`src/rtl/icache_line_fill_pkg.sv`:
```
// Shared types and constants for the instruction cache refill block.
// Line geometry, FSM encoding and the tag-width helper live here.
package icache_line_fill_pkg;

    localparam int LINE_BITS   = 512;
    localparam int BEAT_BITS   = 128;
    localparam int OFFSET_BITS = 6;
    localparam int WORD_BITS   = 32;

    typedef enum logic [2:0] {
        S_IDLE,
        S_REQ,
        S_WAIT,
        S_INSTALL,
        S_REPLAY
    } state_t;

    // Tag is whatever remains above the line offset and index fields.
    function automatic int tag_bits(input int addr_w, input int index_bits);
        return addr_w - OFFSET_BITS - index_bits;
    endfunction

endpackage

```
`src/rtl/icache_line_fill_if.sv`:
```
// Fetch-side and DDR-read-side signal bundle of the instruction cache.
// slave is the cache view; master is the fetch/memory view.
interface icache_line_fill_if
    import icache_line_fill_pkg::*;
#(
    parameter int ADDR_W = 32
);
    logic [ADDR_W-1:0]    pc;
    logic                 fetch_req;
    logic                 flush;
    logic [WORD_BITS-1:0] inst;
    logic                 inst_valid;
    logic                 stall;
    logic                 ishit;
    logic                 mem_req;
    logic [31:0]          mem_addr;
    logic                 mem_ready;
    logic [BEAT_BITS-1:0] mem_data;

    modport slave (
        input  pc, fetch_req, flush, mem_ready, mem_data,
        output inst, inst_valid, stall, ishit, mem_req, mem_addr
    );

    modport master (
        output pc, fetch_req, flush, mem_ready, mem_data,
        input  inst, inst_valid, stall, ishit, mem_req, mem_addr
    );
endinterface

```
`src/rtl/icache_tag_data_ram.sv`:
```
// Valid/tag/line storage: registered read, whole-line synchronous write.
// Only the valid bits are reset; tag and data are qualified by them.
module icache_tag_data_ram
    import icache_line_fill_pkg::*;
#(
    parameter int INDEX_BITS = 3,
    parameter int TAG_W      = 23
) (
    input  logic                  clk,
    input  logic                  reset,
    input  logic                  rd_en_i,
    input  logic [INDEX_BITS-1:0] rd_idx_i,
    output logic                  rd_valid_o,
    output logic [TAG_W-1:0]      rd_tag_o,
    output logic [LINE_BITS-1:0]  rd_line_o,
    input  logic                  wr_en_i,
    input  logic [INDEX_BITS-1:0] wr_idx_i,
    input  logic [TAG_W-1:0]      wr_tag_i,
    input  logic [LINE_BITS-1:0]  wr_line_i,
    input  logic                  inv_all_i
);
    localparam int LINES = 1 << INDEX_BITS;

    logic [LINES-1:0]     valid_q;
    logic [TAG_W-1:0]     tag_q  [LINES];
    logic [LINE_BITS-1:0] line_q [LINES];
    logic                 rd_valid_q;
    logic [TAG_W-1:0]     rd_tag_q;
    logic [LINE_BITS-1:0] rd_line_q;

    // Valid bits: bulk invalidate beats a fill (they never coincide).
    always_ff @(posedge clk or posedge reset) begin
        if (reset) begin
            valid_q <= '0;
        end else if (inv_all_i) begin
            valid_q <= '0;
        end else if (wr_en_i) begin
            valid_q[wr_idx_i] <= 1'b1;
        end
    end

    // Tag and line arrays, written as a whole line.
    always_ff @(posedge clk) begin
        if (wr_en_i) begin
            tag_q[wr_idx_i]  <= wr_tag_i;
            line_q[wr_idx_i] <= wr_line_i;
        end
    end

    // One-cycle registered lookup port.
    always_ff @(posedge clk or posedge reset) begin
        if (reset) begin
            rd_valid_q <= 1'b0;
            rd_tag_q   <= '0;
            rd_line_q  <= '0;
        end else if (rd_en_i) begin
            rd_valid_q <= valid_q[rd_idx_i];
            rd_tag_q   <= tag_q[rd_idx_i];
            rd_line_q  <= line_q[rd_idx_i];
        end
    end

    assign rd_valid_o = rd_valid_q;
    assign rd_tag_o   = rd_tag_q;
    assign rd_line_o  = rd_line_q;

endmodule

```
`src/rtl/icache_line_fill.sv`:
```
// Direct-mapped instruction cache with a four-beat line refill FSM.
// Lookup result is resolved in the cycle after the fetch is accepted.
module icache_line_fill
    import icache_line_fill_pkg::*;
#(
    parameter int INDEX_BITS = 3,
    parameter int ADDR_W     = 32,
    parameter int BEATS      = 4
) (
    input  logic               clk,
    input  logic               reset,
    icache_line_fill_if.slave  bus
);
    localparam int TAG_W = tag_bits(ADDR_W, INDEX_BITS);
    localparam int TAG_LO = OFFSET_BITS + INDEX_BITS;
    localparam int CNT_W = $clog2(BEATS);

    state_t               state_q, state_d;
    logic [ADDR_W-1:2]    pc_q;
    logic [CNT_W-1:0]     cnt_q, cnt_d;
    logic [31:0]          mem_addr_q, mem_addr_d;
    logic                 fp_q, fp_d;
    logic                 lookup_q, force_q, ishit_q;
    logic [LINE_BITS-1:0] fill_q;

    logic                 rd_valid;
    logic [TAG_W-1:0]     rd_tag;
    logic [LINE_BITS-1:0] rd_line;

    logic                 accept, hit, inv_all, stall;
    logic                 inst_valid, mem_req;
    logic [WORD_BITS-1:0] inst;
    logic [31:0]          base;
    logic [3:0]           word;

    assign word = pc_q[5:2];
    assign base = 32'({pc_q[ADDR_W-1:OFFSET_BITS], 2'b00});
    assign hit  = lookup_q && !force_q && rd_valid &&
                  (rd_tag == pc_q[ADDR_W-1:TAG_LO]);

    assign accept = bus.fetch_req && !stall &&
                    (state_q == S_IDLE || state_q == S_REPLAY);

    // A pending flush lands as the FSM leaves REPLAY for IDLE.
    assign inv_all = (bus.flush && (state_q == S_IDLE ||
                                    state_q == S_REPLAY)) ||
                     (state_q == S_REPLAY && fp_q);

    icache_tag_data_ram #(
        .INDEX_BITS (INDEX_BITS),
        .TAG_W      (TAG_W)
    ) u_ram (
        .clk        (clk),
        .reset      (reset),
        .rd_en_i    (accept),
        .rd_idx_i   (bus.pc[TAG_LO-1:OFFSET_BITS]),
        .rd_valid_o (rd_valid),
        .rd_tag_o   (rd_tag),
        .rd_line_o  (rd_line),
        .wr_en_i    (state_q == S_INSTALL),
        .wr_idx_i   (pc_q[TAG_LO-1:OFFSET_BITS]),
        .wr_tag_i   (pc_q[ADDR_W-1:TAG_LO]),
        .wr_line_i  (fill_q),
        .inv_all_i  (inv_all)
    );

    // FSM state register.
    always_ff @(posedge clk or posedge reset) begin
        if (reset) state_q <= S_IDLE;
        else       state_q <= state_d;
    end

    // Next state, refill control and fetch-side outputs.
    always_comb begin
        state_d    = state_q;
        cnt_d      = cnt_q;
        mem_addr_d = mem_addr_q;
        fp_d       = fp_q;
        stall      = 1'b0;
        mem_req    = 1'b0;
        inst_valid = 1'b0;
        inst       = '0;
        unique case (state_q)
            S_IDLE: begin
                if (lookup_q) begin
                    if (hit) begin
                        inst_valid = 1'b1;
                        inst       = rd_line[{word, 5'b0} +: WORD_BITS];
                    end else begin
                        stall      = 1'b1;
                        cnt_d      = '0;
                        mem_addr_d = base;
                        state_d    = S_REQ;
                    end
                end
            end
            S_REQ: begin
                stall   = 1'b1;
                mem_req = 1'b1;
                state_d = S_WAIT;
            end
            S_WAIT: begin
                stall = 1'b1;
                if (bus.mem_ready) begin
                    cnt_d = cnt_q + 1'b1;
                    if (cnt_q == CNT_W'(BEATS - 1)) begin
                        state_d = S_INSTALL;
                    end else begin
                        mem_addr_d = base + 32'(cnt_q) + 32'd1;
                        state_d    = S_REQ;
                    end
                end
            end
            S_INSTALL: begin
                stall   = 1'b1;
                state_d = S_REPLAY;
            end
            S_REPLAY: begin
                inst_valid = 1'b1;
                inst       = fill_q[{word, 5'b0} +: WORD_BITS];
                fp_d       = 1'b0;
                state_d    = S_IDLE;
            end
            default: state_d = S_IDLE;
        endcase
        if (bus.flush && stall && state_q != S_IDLE) fp_d = 1'b1;
    end

    // Request latch, beat assembly and refill bookkeeping.
    always_ff @(posedge clk or posedge reset) begin
        if (reset) begin
            pc_q       <= '0;
            cnt_q      <= '0;
            mem_addr_q <= '0;
            fp_q       <= 1'b0;
            lookup_q   <= 1'b0;
            force_q    <= 1'b0;
            ishit_q    <= 1'b0;
            fill_q     <= '0;
        end else begin
            cnt_q      <= cnt_d;
            mem_addr_q <= mem_addr_d;
            fp_q       <= fp_d;
            lookup_q   <= accept;
            force_q    <= accept && (bus.flush ||
                          (state_q == S_REPLAY && fp_q));
            if (accept) pc_q <= bus.pc[ADDR_W-1:2];
            if (lookup_q) ishit_q <= hit;
            if (state_q == S_WAIT && bus.mem_ready)
                fill_q[{cnt_q, 7'b0} +: BEAT_BITS] <= bus.mem_data;
        end
    end

    assign bus.inst       = inst;
    assign bus.inst_valid = inst_valid;
    assign bus.stall      = stall;
    assign bus.ishit      = lookup_q ? hit : ishit_q;
    assign bus.mem_req    = mem_req;
    assign bus.mem_addr   = mem_addr_q;

endmodule

```
`src/flat_wrapper.sv`:
```
// flat-port wrapper written by rule: the top's interface ports become plain ports
module icache_line_fill_flat import icache_line_fill_pkg::*;
#(
    parameter int INDEX_BITS = 3,
    parameter int ADDR_W     = 32,
    parameter int BEATS      = 4
)
  (clk, reset, bus_pc, bus_fetch_req, bus_flush, bus_mem_ready, bus_mem_data, bus_inst, bus_inst_valid, bus_stall, bus_ishit, bus_mem_req, bus_mem_addr);
  icache_line_fill_if #(.ADDR_W(ADDR_W)) bus_i ();
  input  logic clk;
  input  logic reset;
  input wire logic [$bits(bus_i.pc)-1:0] bus_pc;
  input wire logic [$bits(bus_i.fetch_req)-1:0] bus_fetch_req;
  input wire logic [$bits(bus_i.flush)-1:0] bus_flush;
  input wire logic [$bits(bus_i.mem_ready)-1:0] bus_mem_ready;
  input wire logic [$bits(bus_i.mem_data)-1:0] bus_mem_data;
  output wire logic [$bits(bus_i.inst)-1:0] bus_inst;
  output wire logic [$bits(bus_i.inst_valid)-1:0] bus_inst_valid;
  output wire logic [$bits(bus_i.stall)-1:0] bus_stall;
  output wire logic [$bits(bus_i.ishit)-1:0] bus_ishit;
  output wire logic [$bits(bus_i.mem_req)-1:0] bus_mem_req;
  output wire logic [$bits(bus_i.mem_addr)-1:0] bus_mem_addr;
  assign bus_i.pc = bus_pc;
  assign bus_i.fetch_req = bus_fetch_req;
  assign bus_i.flush = bus_flush;
  assign bus_i.mem_ready = bus_mem_ready;
  assign bus_i.mem_data = bus_mem_data;
  assign bus_inst = bus_i.inst;
  assign bus_inst_valid = bus_i.inst_valid;
  assign bus_stall = bus_i.stall;
  assign bus_ishit = bus_i.ishit;
  assign bus_mem_req = bus_i.mem_req;
  assign bus_mem_addr = bus_i.mem_addr;
  icache_line_fill #(.INDEX_BITS(INDEX_BITS), .ADDR_W(ADDR_W), .BEATS(BEATS)) u_core (.clk(clk), .reset(reset), .bus(bus_i));
endmodule
```
`config.mk`:
```
export PLATFORM = sky130hd
export DESIGN_NAME = icache_line_fill_flat
export DESIGN_NICKNAME = d
export VERILOG_FILES = /design/src/rtl/icache_line_fill_pkg.sv /design/src/rtl/icache_line_fill_if.sv /design/src/rtl/icache_tag_data_ram.sv /design/src/rtl/icache_line_fill.sv /design/src/flat_wrapper.sv
export SDC_FILE = /design/constraint.sdc
export NUM_CORES = 2
export LEC_CHECK = 0
export CORE_MARGIN = 4
export CORE_UTILIZATION = 43
export DETAILED_ROUTE_END_ITERATION = 10
export SLEW_MARGIN = 20
export SYNTH_ARGS = -nofsm -noshare
export SYNTH_HDL_FRONTEND = slang
export SYNTH_MEMORY_MAX_BITS = 65536
export SYNTH_SLANG_ARGS = --single-unit
```
`constraint.sdc`:
```
create_clock -name clk -period 45 [get_ports clk]
set_input_delay 4.5 -clock clk [delete_from_list [all_inputs] [get_ports clk]]
set_output_delay 4.5 -clock clk [all_outputs]
set_load 0.01 [all_outputs]
```
Word-level counts from Yosys, hierarchy flattened

Memory sizes are Yosys's and may differ from the RTL's. A register that Yosys moved wholly into a read port is not among the register bits.
Index checks and enable logic that the tools add are counted.

$lt $le $gt $ge: 3
Reduce and logical (&&, ||, !) cells: 26
Bitwise operators: 1
Shift operators: 4
Eq/ne operators: 10
Mux-type cells: 36
Add/subtract/negate cells: 4

Operator list:

| kind                                                       | number |
|---|---|
| variable part select 512 x 10 -> 32 bit                    | 2 |
| bitwise mux 512 bit                                        | 1 |
| variable shift 128 x 11 -> 512 bit, first input constant   | 1 |
| variable part select 128 x 11 -> 512 bit                   | 1 |
| 2-to-1 mux 32 bit                                          | 6 |
| case mux 32 bit (2 select lines)                           | 2 |
| adder 32 x 1 -> 32 bit, second input constant              | 1 |
| adder 28 x 2 -> 29 bit                                     | 1 |
| == test 23 bit                                             | 1 |
| 2-to-1 mux 8 bit                                           | 2 |
| logical AND 1 bit                                          | 12 |
| 2-to-1 mux 1 bit                                           | 12 |
| case mux 3 bit (4 select lines)                            | 1 |
| negation 9 -> 11 bit                                       | 1 |
| 2-to-1 mux 3 bit                                           | 3 |
| less-than comparator 3 x 4 -> 1 bit, second input constant | 2 |
| 2-to-1 mux 2 bit                                           | 4 |
| OR 8 bit                                                   | 1 |
| == test 3 x 2 -> 1 bit, second input constant              | 2 |
| != test 2 bit, second input constant                       | 3 |
| nonzero test 2 bit                                         | 3 |
| AND reduction 5 bit                                        | 1 |
| case mux 1 bit (2 select lines)                            | 2 |
| case mux 2 bit (2 select lines)                            | 1 |
| 15 further kinds                                           | 18 |

Logic and storage cells: 97
Memories: 2
Input port bits: 165
Register bits after elaboration: 592
Bits in writable memories: 4280

Memories:

| name                | depth | bits a word | rd ports | clocked after memory_dff | wr ports | line                      | text |
|---|---|---|---|---|---|---|---|
| u_core.u_ram.line_q | 8     | 512         | 1        | 1                        | 1        | icache_tag_data_ram.sv:26 | `logic [LINE_BITS-1:0] line_q [LINES];` |
| u_core.u_ram.tag_q  | 8     | 23          | 1        | 1                        | 1        | icache_tag_data_ram.sv:25 | `logic [TAG_W-1:0] tag_q [LINES];` |

Depth between registers and ports, before layout

Depth in word-level cells: 11
Depth in mapped cells: 11

Hierarchy

A second synthesis with hierarchy kept.

Cell total of the unflattened synthesis: 12576
Area, all modules: 213820.1 µm²

Modules (own cells, without submodules):

| module              | area each (µm²) | cells each | sequential area each (µm²) | times used |
|---|---|---|---|---|
| icache_tag_data_ram | 182248.5        | 9528       | 142136.3                   | 1 |
| icache_line_fill    | 31571.5         | 3048       | 14513.9                    | 1 |

Worst setup path before layout

OpenSTA, ideal clock, no wires.

Path type: register to register
Start point: register u_core.state_q[0]
End point: memory u_core.u_ram.line_q[0][0] (enable)
Data arrival time: 36.974 ns
Clock period less this slack: 39.066 ns
Buffers on the path: 1
Cell stages (with the launch flop): 5
Slack: 5.934 ns
Path through: dfrtp_1 clkbuf_1 nand2_1 or3_1 nor3_1

Word-level cells in the longest chain between the ends: 3

RTL lines:

| element                                | line                      | text |
|---|---|---|
| start: declaration                     | icache_line_fill.sv:18    | `state_t state_q, state_d;` |
| start signal: assignment               | icache_line_fill.sv:70    | `else state_q <= state_d;` |
| == test 3 x 2 -> 1 bit                 | icache_line_fill.sv:60    | `.wr_en_i (state_q == S_INSTALL),` |
| 2-to-1 mux 1 bit                       | icache_tag_data_ram.sv:44 | `if (wr_en_i) begin` |
| 2-to-1 mux 1 bit (not written as such) | icache_tag_data_ram.sv:46 | `line_q[wr_idx_i] <= wr_line_i;` |
| end: declaration                       | icache_tag_data_ram.sv:26 |  |

Every way passes these cells.

Worst setup path in the final report

Start point: register u_core.pc_q[2] (netlist bit)
End point: output bus_inst[9]

Word-level cells in the longest chain between the ends: 4
Elaborated cells between the ends (all ways): 5
Those cells by class: 2 x shift; 3 x mux

RTL lines:

| element                                 | line                    | text |
|---|---|---|
| start: declaration                      | icache_line_fill.sv:19  | `logic [ADDR_W-1:2] pc_q;` |
| start signal: assignment                | icache_line_fill.sv:147 | `if (accept) pc_q <= bus.pc[ADDR_W-1:2];` |
| variable part select 512 x 10 -> 32 bit | icache_line_fill.sv:88  | `inst = rd_line[{word, 5'b0} +: WORD_BITS];` |
| 2-to-1 mux 32 bit                       | icache_line_fill.sv:86  | `if (hit) begin` |
| 2-to-1 mux 32 bit                       | icache_line_fill.sv:85  | `if (lookup_q) begin` |
| case mux 32 bit (2 select lines) (*)    | icache_line_fill.sv:83  | `unique case (state_q)` |
| end: declaration                        | flat_wrapper.sv:17      | `output wire logic [$bits(bus_i.inst)-1:0] bus_inst;` |

Every way passes the cells marked *; elsewhere a longest branch is shown, timed or not.

==> metrics <==
Seq/Total Area, Yosys=0.7471; final period utilization=0.2430; hpwl dp=276700 um; num ports=233; Lkg Pwr=80.64 nW; Post-DRT Antenna Nets=0; wire length per cell=28.13 um; post-synthesis cell count=10965; Multi-input gate area=0.05011 mm2; Syn. warnings=0; Sum Neg Setup Slack=0 ns; root buf cell=clkbuf_16; DRC marker count from the first detailed-route iteration=10157; Setup violations, final=0; clock skew=0.04635 ns; Crit path max-delay family=buffers and inverters; vias per cell=5.719; Netlist cell types=40; crit-path max cell delay=0.78 ns; Post-CTS Setup Bufs=0; critical path's slowest cell=dfrtp_4; top-area cell type share of the netlist area=0.6130; internal power=0.009616 W; Initial Utilization=0.4315; via count=104254; total die area=0.4989 mm2; Avg Inst Size Synth=19.12 um2; Row Count=256; Fmax achieved=91.46 MHz; Final Total Pwr=0.01306 W; Fin Hold WS=0.4928 ns; fin. max-slew vios=0; Yosys reg bits=5404; layout cells sized above 1=0.2136; Top Usage Layer GRT=met2; TritonCTS Buffers=547; Worst VDD drop=39.55 uV; CTS H-Tree Depth=6; Die X=706.3 um; initial antenna violation count=96; CTS tree=done; met2 usage=0.3347; hold-fix buffers at CTS=0; Slew @ Worst Pin=1.149 ns; Worst setup SP type=flop; DRC Markers=0; Switch Pwr=0.003447 W; crit path cell chain=buf_4 -> buf_4 -> buf_4 -> mux4_2 -> mux4_2 -> nand2_1 -> o21ai_0 -> clkdlybuf4s50_1; status=finished clean; cell mode on critical path=buf_4; DIE HEIGHT=706.3 um; power share of the combinational group=0.146; Reg power frac=0.510; register area=0.1567 mm2; nets=11478; grt ovf=0; input/output buffers=227; Worst Path Buf+Inv=4; Num Clock Sinks=5404; RSZ-0062 raised after global routing=no; Clk pwr share=0.344; Switching Fraction=0.2638; Clock Latency Late Sink=1.05 ns; vias in the first global route=108298; drt pass-1 iters=6; GRT Util Overall=0.2044; GR Util met1=0.2939; RePlAce Congestion=0.7349; Worst EP arrival=6.43 ns; cells resized by post-CTS repair=0; Hold Crit Class=flop to flop; PwrDens=55.07 mW/mm2; DRT Wirelength=512800 um; Crit Path Max Fanout=31; largest cells by area after synthesis=edfxtp_1, mux4_2, dfrtp_1, mux2i_1, nand2_1; WS Path Type=flop to output pin; Setup crit end kind=output pin; Clock Path Buffers=4; area leader, netlist=edfxtp_1; first-pass GRT wire length=754700 um; max cap viols=0; clk slew on worst S/H paths=0.06 ns; largest net degree at the start of global routing=188; Synth Cell Area=0.2097 mm2; worst path required time=40.50 ns; P&R area growth vs syn=13.13%; final worst path period need=10.93 ns; Final Hold Viols=0; GRT met3 Usage=0.02683; Core Region=0.4859 mm2; Filler cells=39275; Rel. slew slack=0.2291
-- worst paths after layout --
check                                         from                          end  slack (ns)  cells after the start
max                                 u_core.pc_q[2]                  bus_inst[9]       34.07                      8
min                        u_core.u_ram.valid_q[5]      u_core.u_ram.valid_q[5]        0.49                      1
max reg2reg                        u_core.pc_q[28]  u_core.u_ram.rd_line_o[234]       38.26                     11
min reg2reg                u_core.u_ram.valid_q[5]      u_core.u_ram.valid_q[5]        0.49                      1
max in group asynchronous                    reset            u_core.fill_q[76]       37.17                      6
min in group asynchronous                    reset      u_core.bus.mem_addr[24]        3.99                      2
-- cell usage after synthesis --
master / n
o2bb2ai_1: 1
buf_4: 8
clkbuf_1: 370
mux4_2: 1392
buf_2: 267
mux2_1: 1
nand3b_1: 3
buf_1: 36
mux2i_1: 536
mux2_2: 56
nor3_1: 7
or2_2: 1
nand2b_1: 5
xnor2_1: 14
nor4_1: 7
dfrtp_1: 1124
ha_1: 6
o21ba_2: 1
nand2_1: 1085
edfxtp_1: 4280
a211oi_1: 1
nor2_1: 552
nor3b_1: 4
nand3_1: 8
and3_1: 10
and2_1: 4
and4_1: 4
conb_1: 1
xor2_1: 33
o21a_1: 8
nor4bb_1: 1
o21ai_0: 547
a22oi_1: 1
nand4_1: 7
a21boi_0: 1
a21oi_1: 541
nor2b_1: 3
inv_1: 37
or3_1: 1
o31ai_4: 1
-- flip-flops by register name, indices dropped and copies added, names as in the netlist --
| register | flops |
|---|---|
| u_core.u_ram.line_q | 4096 |
| u_core.fill_q | 512 |
| u_core.u_ram.rd_line_o | 512 |
| u_core.u_ram.tag_q | 184 |
| u_core.pc_q | 30 |
| u_core.bus.mem_addr | 29 |
| u_core.u_ram.rd_tag_o | 23 |
| u_core.u_ram.valid_q | 8 |
| u_core.state_q | 3 |
| u_core.cnt_q | 2 |
| u_core.force_q | 1 |
| u_core.fp_q | 1 |
| u_core.ishit_q | 1 |
| u_core.lookup_q | 1 |
| u_core.u_ram.rd_valid_o | 1 |
-- placed cells by master (no fill, tap or decap), drive strengths merged, types with 3 or more instances in the layout --
| cell type | count |
|---|---|
| edfxtp | 4280 |
| mux4 | 1392 |
| dfrtp | 1124 |
| nand2 | 1085 |
| clkbuf | 803 |
| nor2 | 552 |
| o21ai | 547 |
| a21oi | 541 |
| mux2i | 536 |
| buf | 248 |
| clkdlybuf4s50 | 224 |
| clkinv | 138 |
| mux2 | 57 |
| inv | 54 |
| bufinv | 34 |
| xor2 | 33 |
| diode | 22 |
| xnor2 | 14 |
| and3 | 10 |
| nand3 | 8 |
| o21a | 8 |
| clkinvlp | 8 |
| nor4 | 7 |
| nand4 | 7 |
| nor3 | 7 |
| ha | 6 |
| nand2b | 5 |
| and2 | 4 |
| and4 | 4 |
| nor3b | 4 |
| nand3b | 3 |
| nor2b | 3 |
| conb | 3 |
-- routing by layer --
| layer | vias to the layer above | part of all wire |
|---|---|---|
| li1 | 44034 | - |
| met1 | 55993 | 0.43 |
| met2 | 3391 | 0.49 |
| met3 | 828 | 0.061 |
| met4 | 8 | 0.023 |
| met5 | - | 0.00011 |
-- final cells by class --
cell class                 count  area share
sequential                  5404      0.6604
tap                         6450     0.03402
timing repair buffer         472     0.01844
clock buffer                 803     0.06709
multi-input combinational   4845      0.2112
clock inverter               197    0.007949
inverter                      37   0.0006171
antenna                       22   0.0002321
-- kinds of logic (layout without fill, tap and decap cells) --
family                     Yosys count  count (layout)  synth area share
muxes                             1985            1985            0.1782
adders and majority gates            6               6         0.0003580
buffers and inverters              718            1509           0.01459
DFF                               5404            5404            0.7471
and+or+nand+nor                   1702            1702           0.03126
xor gates and xnor gates            47              47          0.001963
other                                1              25        0.00001788
AOI/OAI and AO/OA                 1102            1102           0.02655
-- power groups by stage --
| stage | clock [W] | combinational (W) | sequential (W) |
|---|---|---|---|
| 2_1_floorplan | 0 | 0.00136 | 0.00672 |
| 3_3_place_gp | 0 | 0.00192 | 0.00670 |
| 3_5_place_dp | 0 | 0.00193 | 0.00676 |
| 4_1_cts | 0.00459 | 0.00194 | 0.00666 |
| 5_1_grt | 0.00481 | 0.00208 | 0.00673 |
| 6_report | 0.00449 | 0.00191 | 0.00666 |
-- per-stage QoR --
| stage | utilization | instances | worst slack (ns) | area [um2] |
|---|---|---|---|---|
| detailed placement | 0.4514 | 17206 | 34.48 | 219300 |
| floorplan | - | 10967 | 5.934 | 209700 |
| finish | 0.4882 | 18230 | 34.07 | 237200 |
| global placement | 0.4514 | 17205 | 34.37 | 219300 |
| CTS | 0.4880 | 18206 | 33.31 | 237100 |
| global route | 0.4881 | 18216 | 33.61 | 237200 |
(Power assumes the default switching activity.)
